===== config.mk =====
export PLATFORM = sky130hd
export DESIGN_NAME = pipeline_ctrl
export DESIGN_NICKNAME = d
export VERILOG_FILES = /design/src/rtl/rv32i_types.sv /design/src/rtl/sat_counter.sv /design/src/rtl/pipeline_ctrl.sv
export SDC_FILE = /design/constraint.sdc
export NUM_CORES = 1
export LEC_CHECK = 0
export ABC_AREA = 0
export ABC_CLOCK_PERIOD_IN_PS = 6130
export CAP_MARGIN = 40
export CORE_MARGIN = 3
export CORE_UTILIZATION = 53
export CTS_CLUSTER_SIZE = 40
export DETAILED_ROUTE_END_ITERATION = 12
export HOLD_SLACK_MARGIN = 0.05
export PLACE_DENSITY = 0.85
export SLEW_MARGIN = 20
export SYNTH_ARGS = -nofsm -noshare
export SYNTH_HDL_FRONTEND = slang
export SYNTH_HIERARCHICAL = 1
export SYNTH_SLANG_ARGS = --single-unit
export TNS_END_PERCENT = 10

===== constraint.sdc =====
create_clock -name clk -period 6.13 [get_ports clk]
set_clock_uncertainty 0.05 [all_clocks]
set_input_delay 1.226 -clock clk [delete_from_list [all_inputs] [get_ports clk]]
set_output_delay 1.226 -clock clk [all_outputs]
set_load 0.01 [all_outputs]

===== src/rtl/rv32i_types.sv =====
// rv32i_types: shared types and constants for the pipeline control slice
package rv32i_types;

    typedef enum logic {
        RUN      = 1'b0,
        MEM_WAIT = 1'b1
    } ctrl_state_t;

    typedef struct packed {
        logic pc_load;
        logic if_id_load;
        logic id_ex_load;
        logic ex_mem_load;
        logic mem_wb_load;
        logic if_id_flush;
        logic id_ex_flush;
    } pipe_ctrl_t;

    localparam logic [31:0] NOP_INSTR = 32'h0000_0013;

    localparam pipe_ctrl_t CTRL_HOLD   = '{1'b0, 1'b0, 1'b0, 1'b0, 1'b0, 1'b0, 1'b0};
    localparam pipe_ctrl_t CTRL_RUN    = '{1'b1, 1'b1, 1'b1, 1'b1, 1'b1, 1'b0, 1'b0};
    localparam pipe_ctrl_t CTRL_REDIR  = '{1'b1, 1'b1, 1'b1, 1'b1, 1'b1, 1'b1, 1'b1};
    localparam pipe_ctrl_t CTRL_BUBBLE = '{1'b0, 1'b0, 1'b1, 1'b1, 1'b1, 1'b0, 1'b1};

endpackage


===== src/rtl/sat_counter.sv =====
// sat_counter: event counter that sticks at all-ones, with synchronous clear
module sat_counter #(
    parameter int CNT_W = 32
) (
    input  logic             clk,
    input  logic             rst,
    input  logic             inc,
    input  logic             clr,
    output logic [CNT_W-1:0] cnt
);

    // clear wins over a same-cycle increment; saturate instead of wrapping
    always_ff @(posedge clk or posedge rst) begin
        if (rst)
            cnt <= '0;
        else if (clr)
            cnt <= '0;
        else if (inc && cnt != '1)
            cnt <= cnt + CNT_W'(1);
    end

endmodule


===== src/rtl/pipeline_ctrl.sv =====
// pipeline_ctrl: stall/flush/bubble control for a 5-stage pipeline with perf counters
module pipeline_ctrl
    import rv32i_types::*;
#(
    parameter int CNT_W = 32
) (
    input  logic             clk,
    input  logic             rst,
    input  logic             imem_resp,
    input  logic             dmem_active,
    input  logic             dmem_resp,
    input  logic             br_taken_ex,
    input  logic             ex_is_load,
    input  logic [4:0]       ex_rd,
    input  logic [4:0]       id_rs1,
    input  logic [4:0]       id_rs2,
    input  logic             clr_cnt,
    output logic             pc_load,
    output logic             if_id_load,
    output logic             id_ex_load,
    output logic             ex_mem_load,
    output logic             mem_wb_load,
    output logic             if_id_flush,
    output logic             id_ex_flush,
    output logic [CNT_W-1:0] stall_cnt,
    output logic [CNT_W-1:0] flush_cnt,
    output logic             busy
);

    ctrl_state_t state, state_nxt;
    logic        pending, pending_nxt;
    pipe_ctrl_t  ctrl;

    logic mem_stall, load_use, redirect;

    assign mem_stall = ~imem_resp | (dmem_active & ~dmem_resp);
    assign load_use  = ex_is_load & (ex_rd != 5'd0) & ((ex_rd == id_rs1) | (ex_rd == id_rs2));
    assign redirect  = ~mem_stall & (br_taken_ex | pending);

    // state and deferred-redirect registers
    always_ff @(posedge clk or posedge rst) begin
        if (rst) begin
            state   <= RUN;
            pending <= 1'b0;
        end else begin
            state   <= state_nxt;
            pending <= pending_nxt;
        end
    end

    // a taken branch seen during a stall is remembered until the stall lifts
    always_comb begin
        state_nxt   = mem_stall ? MEM_WAIT : RUN;
        pending_nxt = mem_stall & (pending | br_taken_ex);
    end

    // stage enables by priority: reset, memory stall, redirect, load-use bubble
    always_comb begin
        ctrl = rst       ? CTRL_HOLD   :
               mem_stall ? CTRL_HOLD   :
               redirect  ? CTRL_REDIR  :
               load_use  ? CTRL_BUBBLE : CTRL_RUN;
        busy = (state == MEM_WAIT);
    end

    assign pc_load     = ctrl.pc_load;
    assign if_id_load  = ctrl.if_id_load;
    assign id_ex_load  = ctrl.id_ex_load;
    assign ex_mem_load = ctrl.ex_mem_load;
    assign mem_wb_load = ctrl.mem_wb_load;
    assign if_id_flush = ctrl.if_id_flush;
    assign id_ex_flush = ctrl.id_ex_flush;

    sat_counter #(.CNT_W(CNT_W)) u_stall_cnt (
        .clk (clk),
        .rst (rst),
        .inc (~ctrl.pc_load),
        .clr (clr_cnt),
        .cnt (stall_cnt)
    );

    sat_counter #(.CNT_W(CNT_W)) u_flush_cnt (
        .clk (clk),
        .rst (rst),
        .inc (ctrl.if_id_flush),
        .clr (clr_cnt),
        .cnt (flush_cnt)
    );

endmodule

# Word level (Yosys, flattened, before mapping)
# Cells that the tools add are included.
# classes
eq_ne	4
bitwise	12
reduce_logical	5
addsub	2
n_mux	9
# ops
op	n
two-way mux 32 bit	4
adder 32 x 1 -> 32 bit (second input constant)	2
inequality test 32 bit (second input constant)	2
two-way mux 7 bit	4
equality test 5 bit	2
AND 1 bit	5
nonzero test 5 bit	1
NOT 1 bit	4
nonzero test 2 bit	2
bitwise OR 1 bit	3
logical AND 1 bit	2
two-way mux 1 bit	1
# totals
regBits	66
word_cells	36
inputBits	23

# Longest topological paths before layout
# logic_depth
ltp_word	12
ltp_mapped	10
mapped_depth_nobuf	9

# By module
# Netlist, hierarchy kept.
# by_module_without_submodules
module	seq_area_each_um2	area_per_inst_um2	cells_each	n_inst
sat_counter	800.8	1740.4	186	2
pipeline_ctrl	50.0	289.0	32	1

# Worst setup path after synthesis
# OpenSTA, ideal clock, no wires.
# synth_timing
path_type	in2reg
from	input ex_rd[3]
to	register u_stall_cnt.cnt[19]
arrival_time_ns	3.577
setup_ns	0.078
slack_ns	2.425
cell_stages	10
cell_sequence	xor2_1 -> nor3_2 -> a22oi_1 -> o41ai_1 -> nand4_1 -> nor3_1 -> o311ai_1 -> buf_2 -> or4_1 -> a21oi_1
# synth_between
elab_chain_cells	10
# synth_rtl
item	line	rtl
from (decl)	pipeline_ctrl.sv:14	input logic [4:0] ex_rd,
equality test 5 bit or nonzero test 5 bit (tied branches)	pipeline_ctrl.sv:37	assign load_use = ex_is_load & (ex_rd != 5'd0) & ((ex_rd == id_rs1) | (ex_rd == id_rs2));
bitwise OR 1 bit or AND 1 bit (tied branches)	pipeline_ctrl.sv:37	
AND 1 bit (*)	pipeline_ctrl.sv:37	
two-way mux 7 bit (*)	pipeline_ctrl.sv:62	load_use ? CTRL_BUBBLE : CTRL_RUN;
two-way mux 7 bit (*)	pipeline_ctrl.sv:61	redirect ? CTRL_REDIR :
two-way mux 7 bit (*)	pipeline_ctrl.sv:60	mem_stall ? CTRL_HOLD :
two-way mux 7 bit (*)	pipeline_ctrl.sv:59	ctrl = rst ? CTRL_HOLD :
NOT 1 bit (*)	pipeline_ctrl.sv:77	.inc (~ctrl.pc_load),
logical AND 1 bit (*)	sat_counter.sv:18	else if (inc && cnt != '1)
nonzero test 2 bit (no source line) (*)	n/a	
to (signal assigned)	sat_counter.sv:19	cnt <= cnt + CNT_W'(1);
to (decl)	sat_counter.sv:9	output logic [CNT_W-1:0] cnt
# Mark *: on every way between the ends. The rest lies on a longest branch, timed or not.
# A chain may end at the register's enable or synchronous reset.

# Worst setup path in the final report
# layout_timing
from	input ex_rd[1]
to	output pc_load
# layout_between
elab_chain_cells	7
# layout_rtl
item	line	rtl
equality test 5 bit or nonzero test 5 bit (tied branches)	pipeline_ctrl.sv:37	
bitwise OR 1 bit or AND 1 bit (tied branches)	pipeline_ctrl.sv:37	
AND 1 bit (*)	pipeline_ctrl.sv:37	
two-way mux 7 bit (*)	pipeline_ctrl.sv:62	
two-way mux 7 bit (*)	pipeline_ctrl.sv:61	
two-way mux 7 bit (*)	pipeline_ctrl.sv:60	
two-way mux 7 bit (*)	pipeline_ctrl.sv:59	
to (decl)	pipeline_ctrl.sv:18	output logic pc_load,
# Marks and branches as above.

==> impl_metrics.tcl <==
set metrics [dict create \
    ir_drop_v 0.000145 \
    fill_cells 529 \
    placed_cells 586 \
    cts_tree "done" \
    tns_ns 0 \
    detail-route-antenna-nets 0 \
    async_reset_ff_share_pct 100 \
    fin_nets 527 \
    holdBufCountCts 0 \
    syn-num-nets 429 \
    cts_buffer_depth 2 \
    synth_warnings 6 \
    stdcell_count 602 \
    numCtsBuffers 9 \
    fmax_ghz 0.225 \
    rows 30 \
    syn_area_per_cell_um2 9.33 \
    drcViolationCount 0 \
    fin_crit_sh_pct 72.4 \
    p_per_area_nw_per_um2 169 \
    viasPerCell 6.23 \
    slew_violations 0 \
    max_slew_margin_pct 44.4 \
    drv_cap 0 \
    worstPathRequired_ns 4.85 \
    syn_inst 404 \
    fin_crit_ns 4.44 \
    core-area_um2 6830 \
    clock_latency_ns 0.34 \
    cp-start-kind "input port" \
    path_class "input port to output port" \
    area_delta_synth_final_pct 31.7 \
    fp.dieW_um 90.3 \
    first_global_vias 3595 \
    h-tree-depth 3 \
    grt_overflow 0 \
    dpl_cell_area_um2 4790 \
    n_antenna_cell 0 \
    crit_chain "clkdlybuf4s50_1, or4_1, o21ai_2, o41a_1, clkdlybuf4s50_1" \
    timing.critical_path.mode_cell "clkdlybuf4s50_1" \
    yosys-top-cells-area "dfrtp_1 44%, a21oi_1 7.2%, o31ai_1 6.0%, or4_1 5.8%, or3_1 4.1%" \
    slowest_stage "or4_1" \
    cts.sinks 66 \
    p_leak_uw 0.00183 \
    clk_pin_slew_ns 0.06 \
    crit_arrival_ns 3.16 \
    netlist.area_leader.share_pct 43.8 \
    fin_area_um2 4960 \
    synthTopCellsByCount "66 x dfrtp_1, 54 x a21oi_1, 30 x o31ai_1, 29 x or4_1, 25 x or3_1" \
    grt_max_degree 65 \
    grt_pass1_wl_um 17000 \
    start_util_pct 55.2 \
    fp.dieH_um 90.3 \
    place.gp.congestion 0.786 \
    track_usage_pct 24.8 \
    antenna_found_initial 0 \
    port-buffer-count 94 \
    worstMarginPinSlew_ns 0.828 \
    dp_hpwl_um 7040 \
    status "complete, no violations" \
    cp_max_fo 3 \
    drt_iter0_drc 234 \
    cts_resized 0 \
    cts_root_buf "clkbuf_8" \
    cts_setup_buffers 0 \
    synth_most_common_cell "dfrtp_1" \
    hold_viol 0 \
    rsz0062_at_grt "no" \
    drt-total-wl_um 9970 \
    final-setup-viol-count 0 \
    wl_per_cell_um 16.6 \
    synth_edf_count 0 \
    critPathCaptureType "output port" \
    dr.pass1.iters 5 \
    syn-cell-area_um2 3770 \
    dieArea_um2 8160 \
    ios 95 \
    vias 3749 \
    yosysTopAreaCell "dfrtp_1" \
    drive_gt1_share_pct 7.31 \
    yosys_register_bits 66 \
    yosysUniqueCellTypes 42 \
    seq_area_frac_synth_pct 43.8 \
    synthFlopType "dfrtp_1" \
    utilization_pct 72.7 \
    slowest_delay_ns 0.58 \
    hold_path.class "register to register" \
]
[worst max-delay path: cells and delay by family]
| family | cells | cell delay [ns] |
|---|---|---|
| AOI/OAI and AO/OA | 2 | 0.34 |
| and+or+nand+nor | 1 | 0.58 |
| buffers and inverters | 2 | 1.01 |
[cell families after synthesis]
group           synth area share, %
xor+xnor                       3.72
compound gates                 22.4
simple gates                   24.9
buf+inv                        4.05
mux                           0.531
flops                          43.8
fa+ha+maj                     0.664
[worst paths after layout]
kind | slack (ns) | cells past startpoint | start | end
min in group asynchronous | 1.09 | 2 | rst | busy$_DFF_PP0_
worst min register to register | 0.52 | 1 | pending$_DFF_PP0_ | pending$_DFF_PP0_
worst min-delay path | 0.52 | 1 | pending$_DFF_PP0_ | pending$_DFF_PP0_
worst max-delay path | 1.69 | 5 | ex_rd[1] | pc_load
worst max register to register | 3.16 | 7 | pending$_DFF_PP0_ | u_stall_cnt/cnt[27]$_DFFE_PP0P_
max in group asynchronous | 4.41 | 3 | rst | u_flush_cnt/cnt[28]$_DFFE_PP0P_
[flip-flops by register name, summed over array words and instances (netlist names)]
signal           cells
u_flush_cnt/cnt     32
u_stall_cnt/cnt     32
pending              1
busy                 1
[through the flow]
stage          total power, uW  hold WS, ns  setup slack (ns)
6_report                   839        0.519              1.69
5_1_grt                    867        0.546              1.50
4_1_cts                    844        0.523              1.67
3_5_place_dp               523        0.507              1.43
3_3_place_gp               521        0.472              1.64
2_1_floorplan              485        0.447              2.43
[cells in the final DEF, fill, tap and decap left out, types with 2 or more instances in the layout]
cell,instances
clkdlybuf4s50_1,93
dfrtp_1,66
a21oi_1,54
o31ai_1,30
or4_1,29
or3_1,25
o21ai_0,24
nand2_1,22
nand3_1,20
inv_1,17
nor2_1,14
xor2_1,12
nand4_1,12
clkbuf_8,11
and4_1,8
and3_1,6
nor4_1,6
buf_4,5
buf_2,4
xnor2_1,4
o211a_1,3
nor3_1,3
o41ai_1,3
clkinv_2,3
o21a_1,2
nand4_2,2
or4_4,2
o41ai_2,2
o31a_1,2
o21ba_2,2
and2_1,2
o311ai_0,2
o311ai_1,2
or3_4,2
mux2i_1,2
ha_1,2
[report_power, final]
| part | internal [uW] | switching, uW | leakage (uW) |
|---|---|---|---|
| Clock | 165 | 160 | 0.0000920 |
| Combinational | 32.8 | 37.1 | 0.000826 |
| Sequential | 439 | 4.86 | 0.000915 |
| Total | 637 | 202 | 0.00183 |
[area by class of cell]
class / count / area (um^2) / share of cell area [%]
Multi-Input combinational cell: 305 / 1970 / 39.6
Sequential cell: 66 / 1650 / 33.3
Timing Repair Buffer: 102 / 988 / 19.9
Clock buffer: 12 / 155 / 3.13
Tap cell: 96 / 120 / 2.42
Inverter: 18 / 67.6 / 1.36
Clock inverter: 3 / 15.0 / 0.302
[routing by layer]
metal | wire length [um] | track usage (%) | part of all wire [%]
met5 | 0 | 0 | 0
met4 | 187 | 9.18 | 1.9
met1 | 4100 | 31.4 | 41
met3 | 642 | 5.00 | 6.4
met2 | 5030 | 42.0 | 51
No activity file was read; power rests on OpenSTA's default activity.
